## src/rtl/histogram_integrator.sv

```systemverilog
// ============================================================================
// Module      : histogram_integrator
// Description : Rebuilds histogram bins from a base value plus a stream of
//               first differences, one bin per accepted beat.
//               Optional running-sum output enabled by HIST_INTEG_CDF_EN.
// Revision    : 1.0 - initial release
// ============================================================================
`default_nettype none

module histogram_integrator #(
    parameter int BINS  = 256,
    parameter int WIDTH = 16,
    parameter int IDX_W = 8
) (
    input  logic             i_clk,
    input  logic             i_rst,
    input  logic             i_start,
    input  logic [WIDTH-1:0] i_base,
    input  logic [WIDTH-1:0] i_deriv,
    input  logic             i_valid,
    output logic             o_ready,
    output logic [WIDTH-1:0] o_data,
    output logic [IDX_W-1:0] o_bin,
    output logic             o_last,
    output logic             o_valid,
    input  logic             i_ready,
    output logic             o_busy,
`ifdef HIST_INTEG_CDF_EN
    output logic [WIDTH+IDX_W-1:0] o_cdf,
`endif
    output logic             o_done
);

    typedef enum logic [1:0] {
        S_IDLE = 2'd0,
        S_RUN  = 2'd1,
        S_DONE = 2'd2
    } state_t;

    localparam logic [IDX_W-1:0] c_LAST_BIN = IDX_W'(BINS - 1);

    state_t           state_q, state_d;
    logic [WIDTH-1:0] acc_q,   acc_d;
    logic [IDX_W-1:0] idx_q,   idx_d;
    logic             valid_q, valid_d;
    logic [WIDTH-1:0] data_q,  data_d;
    logic [IDX_W-1:0] bin_q,   bin_d;
    logic             last_q,  last_d;
    logic             done_q,  done_d;
    logic             w_accept;

`ifdef HIST_INTEG_CDF_EN
    logic [WIDTH+IDX_W-1:0] cdf_q, cdf_d;
`endif

    assign o_ready  = (state_q == S_RUN) && (!valid_q || i_ready);
    assign w_accept = i_valid && o_ready;

    always_comb begin
        state_d = state_q;
        acc_d   = acc_q;
        idx_d   = idx_q;
        valid_d = valid_q;
        data_d  = data_q;
        bin_d   = bin_q;
        last_d  = last_q;
        done_d  = 1'b0;
`ifdef HIST_INTEG_CDF_EN
        cdf_d   = cdf_q;
`endif

        // A drain frees the output slot; an accept in the same cycle refills it.
        if (valid_q && i_ready) begin
            valid_d = 1'b0;
        end

        case (state_q)
            S_IDLE: begin
                if (i_start) begin
                    acc_d   = i_base;
                    idx_d   = '0;
                    state_d = S_RUN;
`ifdef HIST_INTEG_CDF_EN
                    cdf_d   = '0;
`endif
                end
            end
            S_RUN: begin
                if (w_accept) begin
                    // Bin 0 carries the base; its derivative sample is discarded.
                    data_d  = (idx_q == '0) ? acc_q : (acc_q + i_deriv);
                    acc_d   = data_d;
                    valid_d = 1'b1;
                    bin_d   = idx_q;
                    last_d  = (idx_q == c_LAST_BIN);
                    idx_d   = idx_q + 1'b1;
`ifdef HIST_INTEG_CDF_EN
                    cdf_d   = cdf_q + {{IDX_W{1'b0}}, data_d};
`endif
                    if (idx_q == c_LAST_BIN) begin
                        state_d = S_DONE;
                    end
                end
            end
            S_DONE: begin
                if (!valid_q || i_ready) begin
                    valid_d = 1'b0;
                    done_d  = 1'b1;
                    state_d = S_IDLE;
                end
            end
            default: begin
                state_d = S_IDLE;
            end
        endcase
    end

    always_ff @(posedge i_clk or posedge i_rst) begin
        if (i_rst) begin
            state_q <= S_IDLE;
            acc_q   <= '0;
            idx_q   <= '0;
            valid_q <= 1'b0;
            data_q  <= '0;
            bin_q   <= '0;
            last_q  <= 1'b0;
            done_q  <= 1'b0;
`ifdef HIST_INTEG_CDF_EN
            cdf_q   <= '0;
`endif
        end else begin
            state_q <= state_d;
            acc_q   <= acc_d;
            idx_q   <= idx_d;
            valid_q <= valid_d;
            data_q  <= data_d;
            bin_q   <= bin_d;
            last_q  <= last_d;
            done_q  <= done_d;
`ifdef HIST_INTEG_CDF_EN
            cdf_q   <= cdf_d;
`endif
        end
    end

    assign o_valid = valid_q;
    assign o_data  = data_q;
    assign o_bin   = bin_q;
    assign o_last  = last_q;
    assign o_done  = done_q;
    assign o_busy  = (state_q != S_IDLE);
`ifdef HIST_INTEG_CDF_EN
    assign o_cdf   = cdf_q;
`endif

endmodule

`default_nettype wire

```

## config.mk

```make
export PLATFORM = sky130hd
export DESIGN_NAME = histogram_integrator
export DESIGN_NICKNAME = d
export VERILOG_FILES = /design/src/rtl/histogram_integrator.sv
export SDC_FILE = /design/constraint.sdc
export NUM_CORES = 1
export LEC_CHECK = 0
export CAP_MARGIN = 20
export CORE_MARGIN = 3
export CORE_UTILIZATION = 25
export CTS_BUF_LIST = sky130_fd_sc_hd__clkbuf_4 sky130_fd_sc_hd__clkbuf_8
export CTS_CLUSTER_SIZE = 40
export DETAILED_ROUTE_END_ITERATION = 12
export SYNTH_ARGS = -nofsm -noshare
export SYNTH_HDL_FRONTEND = slang
export SYNTH_SLANG_ARGS = --single-unit
```

## constraint.sdc

```tcl
create_clock -name i_clk -period 2.3 [get_ports i_clk]
set_input_delay 0.69 -clock i_clk [delete_from_list [all_inputs] [get_ports i_clk]]
set_output_delay 0.69 -clock i_clk [all_outputs]
set_load 0.02 [all_outputs]
```

==> flow_summary.yaml, run 1 <==
cells_and_area:
  drive_above_1_share: 0.2919
  register_area_um2: 1326
  antenna_cells: 0
  multi_input_area_um2: 2276
  syn_to_final_growth_pct: 58.04
  design_area_um2: 5165
  nNetsFinal: 566
  final_cell_mix: "70 x buf_4, 57 x nand2_1, 53 x dfrtp_1"
  final_common_cell: "buf_4"
  fillCellCount: 1293
clock_tree:
  clk_latency_ns: 0.32
  cts_tree: "built"
  cts.sinks: 53
  hold_buffers: 0
  numCtsBuffers: 5
  clkTransAtPathRegs_ns: 0.11
  cts-root-buf: "clkbuf_8"
  cts_max_path_buffers: 2
  htree_levels: 2
floorplan:
  row_count: 41
  core_area_um2: 12720
  die-area_um2: 14480
  start_util: 0.2569
  die_x_um: 120.3
  ios: 66
  die_h_um: 120.3
timing:
  setup_ws_ns: 0.03480
  final-setup-viol-count: 0
  worstMarginPinSlew_ns: 0.3737
  hold_viol: 0
  clock_skew_ns: 0.009582
  rsz0062_at_grt: "yes"
  max_freq_mhz: 441.5
  period_minus_slack_ns: 2.265
  period_share: 0.9849
  slew_headroom: 0.7509
  drv_slew: 0
yosys:
  ys_seq_area_frac: 0.4058
  syn_area_per_cell_um2: 8.623
  synth.distinct_cells: 52
  syn_area_um2: 3268
  ys_warn_count: 0
  async_flop_share: 1.000
  ys_ff_latch: 53
  synth_cells: 379
  synth_edf_count: 0
  synthFlopType: "dfrtp_1"
  syn-num-nets: 439
critical_path:
  r2r_cells: 8
  cp-end-kind: "output pin"
  critPathMaxFanout: 2
  cp.depth: 4
  critPathTopFamily: "buffers and inverters"
  worstSetupPathType: "in2out"
  start_kind: "primary input"
  arrival_ns: 1.58
  path_buf_inv: 2
  r2r_slack_ns: 0.08
  path_cells: "clkdlybuf4s50_1 > nand2b_4 > and2_1 > buf_2"
  crit_required_ns: 1.61
  crit_path_top_delay_cell: "clkdlybuf4s50_1"
  crit_path_max_incr_delay_ns: 0.46
placed_design:
  place_area_um2: 4780
  gp_congestion: 0.8929
  dp_hpwl_mm: 7.541
  port_buffers: 65
  dp_slack_ns: -0.6816
routing:
  drt_drc_violations_left: 0
  routed_wl_mm: 10.16
  num_vias: 3266
  initialDrtViolationCount: 250
  wl_per_cell_um: 14.96
  dr.pass1.iters: 5
  viasPerCell: 4.810
  ant_nets: 0
run:
  maxCapViolCount: 0
grt:
  grt_max_degree: 54
  track_usage: 0.1441
  grt_remaining_overflow: 0
  grt_pass1_wl_mm: 17.13
  grt_pass1_vias: 3398
  antenna_found_initial: 0
power:
  power_leakage_nw: 2.190
  p_per_area_nw_per_um2: 1350
  p_total_mw: 6.973
  ir_worst_vdd_v: 0.0004188
status:
  status: "finished clean"
worst_hold_path:
  hold_path.class: "reg2reg"
  hold_depth: 2
## kinds of logic after synthesis
| family | Yosys count | share of synthesized area |
|---|---|---|
| flops | 53 | 0.4058 |
| xor+xnor | 9 | 0.02412 |
| fa+ha+maj | 23 | 0.09035 |
| compound gates | 129 | 0.2431 |
| simple gates | 131 | 0.1849 |
| mux | 5 | 0.01608 |
| buf+inv | 29 | 0.03560 |
## state kept, by name (all words and copies together), names as in the netlist
register,flops
o_valid,1
state_q,2
o_done,1
acc_q,16
o_bin,8
idx_q,8
o_last,1
o_data,16
## metrics by stage
| step | std cells | TNS (ns) | util | hold WS [ns] |
|---|---|---|---|---|
| after floorplan | 379 | -0.08931 | - | 0.4871 |
| after global placement | 666 | -15.12 | 0.3757 | 0.4571 |
| after detailed placement | 666 | -15.64 | 0.3757 | 0.4647 |
| after CTS | 676 | -0.005466 | 0.3958 | 0.4928 |
| after global routing | 679 | -0.2315 | 0.4060 | 0.5264 |
| final | 679 | 0 | 0.4060 | 0.4816 |
## report_power, final
part	internal (mW)	switching (mW)	total [mW]	leakage, nW
Clock	0.217	0.347	0.564	0.0445
Combinational	2.37	2.46	4.83	1.48
Sequential	1.27	0.310	1.58	0.665
## worst paths after layout
path                          start   endpoint
max reg2reg                acc_q[2]  acc_q[15]
min in group asynchronous     i_rst  o_data[3]
min reg2reg                o_bin[4]   o_bin[4]
min                        o_bin[4]   o_bin[4]
max in group asynchronous     i_rst   idx_q[6]
max                         i_ready    o_ready
## final cells by class
cell class,instances,area share
timing repair buffer,139,0.2362
tap,172,0.04167
clock inverter,3,0.004118
inverter,10,0.007267
multi-input combinational,297,0.4406
clock buffer,5,0.01332
sequential,53,0.2568
## layer usage
layer | vias up | GRT usage | share of wire
li1 | 1616 | - | -
met3 | 8 | 0.02105 | 0.043
met5 | - | 0 | 0
met2 | 70 | 0.2448 | 0.49
met4 | 0 | 0.03895 | 0.014
met1 | 1572 | 0.1922 | 0.46
## worst min-delay path, delay by kind of cell (launching register included)
family	cells	cell delay [ns]
flops	1	0.36
simple gates	2	0.10
## Yosys cell counts (all sizes together) (2+ instances only)
cell     number  share of area
ha           22          0.084
o21ai        39          0.060
a21oi        36          0.055
nand2b        3         0.0057
dfrtp        53           0.41
o32ai         3         0.0080
mux2          2         0.0069
xor2          3         0.0080
and3          6          0.011
and2          4         0.0077
a211oi        5          0.011
a311oi        2         0.0054
nand3        12          0.018
or2           2         0.0038
o31ai         6          0.014
nor3          3         0.0046
nor2b         4         0.0077
clkbuf       12          0.014
a22oi         5          0.011
nor3b         2         0.0046
mux2i         3         0.0092
a21o          9          0.021
o21a          2         0.0046
or4           2         0.0046
inv          10          0.011
o211ai        3         0.0069
nand2        58          0.067
nor2         30          0.034
buf           7          0.010
o22a          2         0.0054
xnor2         6          0.016
a2111oi       2         0.0057
a31oi         6          0.011
## what timing repair did
item,in CTS,in global routing
setup buffers,3,3
gates cloned,0,0
endpoints found under the setup margin,23,23
pin swaps,26,19
gates resized for setup,61,22
No activity file was read; power rests on OpenSTA's default activity.
==> inputs of run 2 (changes only) <==
--- a/config.mk
+++ b/config.mk
@@ -11,6 +11,7 @@
 export CTS_BUF_LIST = sky130_fd_sc_hd__clkbuf_4 sky130_fd_sc_hd__clkbuf_8
 export CTS_CLUSTER_SIZE = 40
 export DETAILED_ROUTE_END_ITERATION = 12
+export SETUP_SLACK_MARGIN = 0.4
 export SYNTH_ARGS = -nofsm -noshare
 export SYNTH_HDL_FRONTEND = slang
 export SYNTH_SLANG_ARGS = --single-unit
==> run 2 against run 1 <==
Net effect: clock-buffer cell count did not move; hold slack worse by 0.0059 ns; clock skew grew 0.00088 ns; global-route usage is 0.97 points higher; die area unchanged; cell count up 2.5%; total power grew 17%; register-to-register slack better by 0.02 ns; first-iteration DRC count is 23% lower; worst setup slack improved by 0.041 ns; sequential cell count is the same; non-clock buffer count increased by 17; largest cell class unchanged; largest power group unchanged; highest routed layer unchanged.
==> flow_summary.yaml, run 2 (synthesized netlist as in run 1, its figures left out) <==
placed_design:
  port_buffers: 65
  dp_hpwl_mm: 7.645
  gp_congestion: 0.8286
routing:
  wl_per_cell_um: 16.15
  drt_drc_violations_left: 0
  initialDrtViolationCount: 192
  num_vias: 3392
  routed_wl_mm: 11.24
  viasPerCell: 4.874
  ant_nets: 0
  dr.pass1.iters: 4
timing:
  clock_skew_ns: 0.01046
  period_share: 0.9672
  final-setup-viol-count: 0
  hold_viol: 0
  worstMarginPinSlew_ns: 0.3767
  tns_ns: 0
  drv_slew: 0
  max_freq_mhz: 449.5
  slew_headroom: 0.7481
  rsz0062_at_grt: "yes"
  period_minus_slack_ns: 2.225
critical_path:
  worstSetupPathType: "in2reg"
  arrival_ns: 2.43
  crit_path_max_incr_delay_ns: 0.31
  path_cells: "buf_2 > ha_4 > o211ai_1 > o211ai_1 > buf_4 > a21o_4 > a2111oi_4 > nor4b_2 > a221o_1"
  start_kind: "primary input"
  cp.depth: 9
  critPathTopFamily: "compound AO/OA/AOI/OAI gates"
  r2r_cells: 8
  cp-end-kind: "register"
  crit_required_ns: 2.51
  crit_path_top_delay_cell: "a2111oi_4"
  path_buf_inv: 2
  critPathMaxFanout: 3
  worst_path_most_repeated_cell: "o211ai_1"
power:
  p_total_mw: 8.187
  p_per_area_nw_per_um2: 1425
  ir_worst_vdd_v: 0.0006011
  power_leakage_nw: 2.460
grt:
  grt_pass1_vias: 3611
  grt_pass1_wl_mm: 18.06
  track_usage: 0.1538
  grt_remaining_overflow: 0
  antenna_found_initial: 0
  grt_max_degree: 54
floorplan:
  ios: 66
  core_area_um2: 12720
  row_count: 41
  start_util: 0.2569
  die-area_um2: 14480
  die_h_um: 120.3
  die_x_um: 120.3
cells_and_area:
  final_common_cell: "buf_4"
  fin_util: 0.4517
  register_area_um2: 1329
  multi_input_area_um2: 2633
  antenna_cells: 0
  drive_above_1_share: 0.4408
  fillCellCount: 1215
  final_cell_mix: "69 x buf_4, 51 x dfrtp_1, 47 x nand2_1"
  syn_to_final_growth_pct: 75.84
  nNetsFinal: 583
clock_tree:
  cts-root-buf: "clkbuf_8"
  cts.sinks: 53
  cts_tree: "built"
  cts_max_path_buffers: 2
  htree_levels: 2
  numCtsBuffers: 5
  clkTransAtPathRegs_ns: 0.11
  clk_latency_ns: 0.31
run:
  maxCapViolCount: 0
status:
  status: "finished clean"
worst_hold_path:
  hold_path.class: "reg2reg"
  hold_depth: 2
[run 2: cell count changes in the layout (fill, tap and decap cells not counted), sizes merged]
cell,before,now
dlygate4sd2,3,33
clkdlybuf4s50,48,19
clkdlybuf4s15,3,4
clkinvlp,1,2
clkbuf,7,5
buf,79,100
bufinv,0,1
dlymetal6s2s,4,0
inv,11,9
[run 2: worst register-to-register path: cells and delay by family, from the launching register on]
kind,cells,cell delay (ns)
AND/OR/NAND/NOR,4,1.35
buffers and inverters,1,0.08
adder cells (fa/ha/maj),1,0.12
AO/OA/AOI/OAI,2,0.19
flip-flops,1,0.40
[run 2: routing by layer]
metal  wire length, µm  track usage  part of all wire  vias to the layer above
li1                  -            -                 -                     1645
met1              5006       0.2027              0.45                     1654
met4               176      0.04391             0.016                        0
met2              5687       0.2606              0.51                       77
met3               367      0.02572             0.033                       16
met5                 0            0                 0                        -
[run 2: path summary, 6_finish.rpt]
check | slack (ns) | to | startpoint
worst max-delay path | 0.08 | acc_q[15] | i_deriv[2]
worst min-delay path | 0.48 | o_bin[3] | o_bin[3]
worst max register to register | 0.10 | acc_q[15] | idx_q[0]
worst min register to register | 0.48 | o_bin[3] | o_bin[3]
max in group asynchronous | 1.25 | acc_q[1] | i_rst
min in group asynchronous | 0.79 | o_bin[0] | i_rst
[run 2: layout make-up]
cell class              instances  area share
multi-input cells             297      0.4581
clock inverters                 3    0.008056
inverters                      10    0.008056
well taps                     172     0.03745
clock buffers                   5     0.01197
flip-flops and latches         53      0.2312
repair buffers                156      0.2452
[run 2: power by group]
group	total, mW	internal [mW]	switching, mW
clock network	0.670	0.327	0.343
logic	5.92	2.89	3.03
registers	1.60	1.27	0.326
[run 2: per-stage QoR]
stage | instance area, µm² | hold slack (ns) | setup slack [ns] | cells
3_5_place_dp | 4766 | 0.4626 | -0.7082 | 657
6_report | 5747 | 0.4757 | 0.07539 | 696
2_1_floorplan | 3547 | 0.4952 | -0.07355 | 379
4_1_cts | 5430 | 0.4848 | 0.04512 | 691
3_3_place_gp | 4766 | 0.4572 | -0.6515 | 657
5_1_grt | 5747 | 0.5292 | -0.007496 | 696
[run 2: timing repair]
| action | 4_1_cts | 5_1_grt |
|---|---|---|
| setup endpoints to repair | 71 | 41 |
| pin swaps | 45 | 38 |
| setup buffers | 25 | 5 |
| endpoints found under the hold margin | 0 | 0 |
| hold buffers | 0 | 0 |
| gates cloned | 1 | 0 |
| gates resized for setup | 164 | 61 |
==> inputs of run 3 (changes only) <==
--- a/config.mk
+++ b/config.mk
@@ -9,6 +9,7 @@
 export CORE_MARGIN = 3
 export CORE_UTILIZATION = 25
 export CTS_BUF_LIST = sky130_fd_sc_hd__clkbuf_4 sky130_fd_sc_hd__clkbuf_8
+export CTS_CLUSTER_DIAMETER = 60
 export CTS_CLUSTER_SIZE = 40
 export DETAILED_ROUTE_END_ITERATION = 12
 export SETUP_SLACK_MARGIN = 0.4
==> results of run 3 <==
Final layout, timing and power as in run 2 (identical DEF).
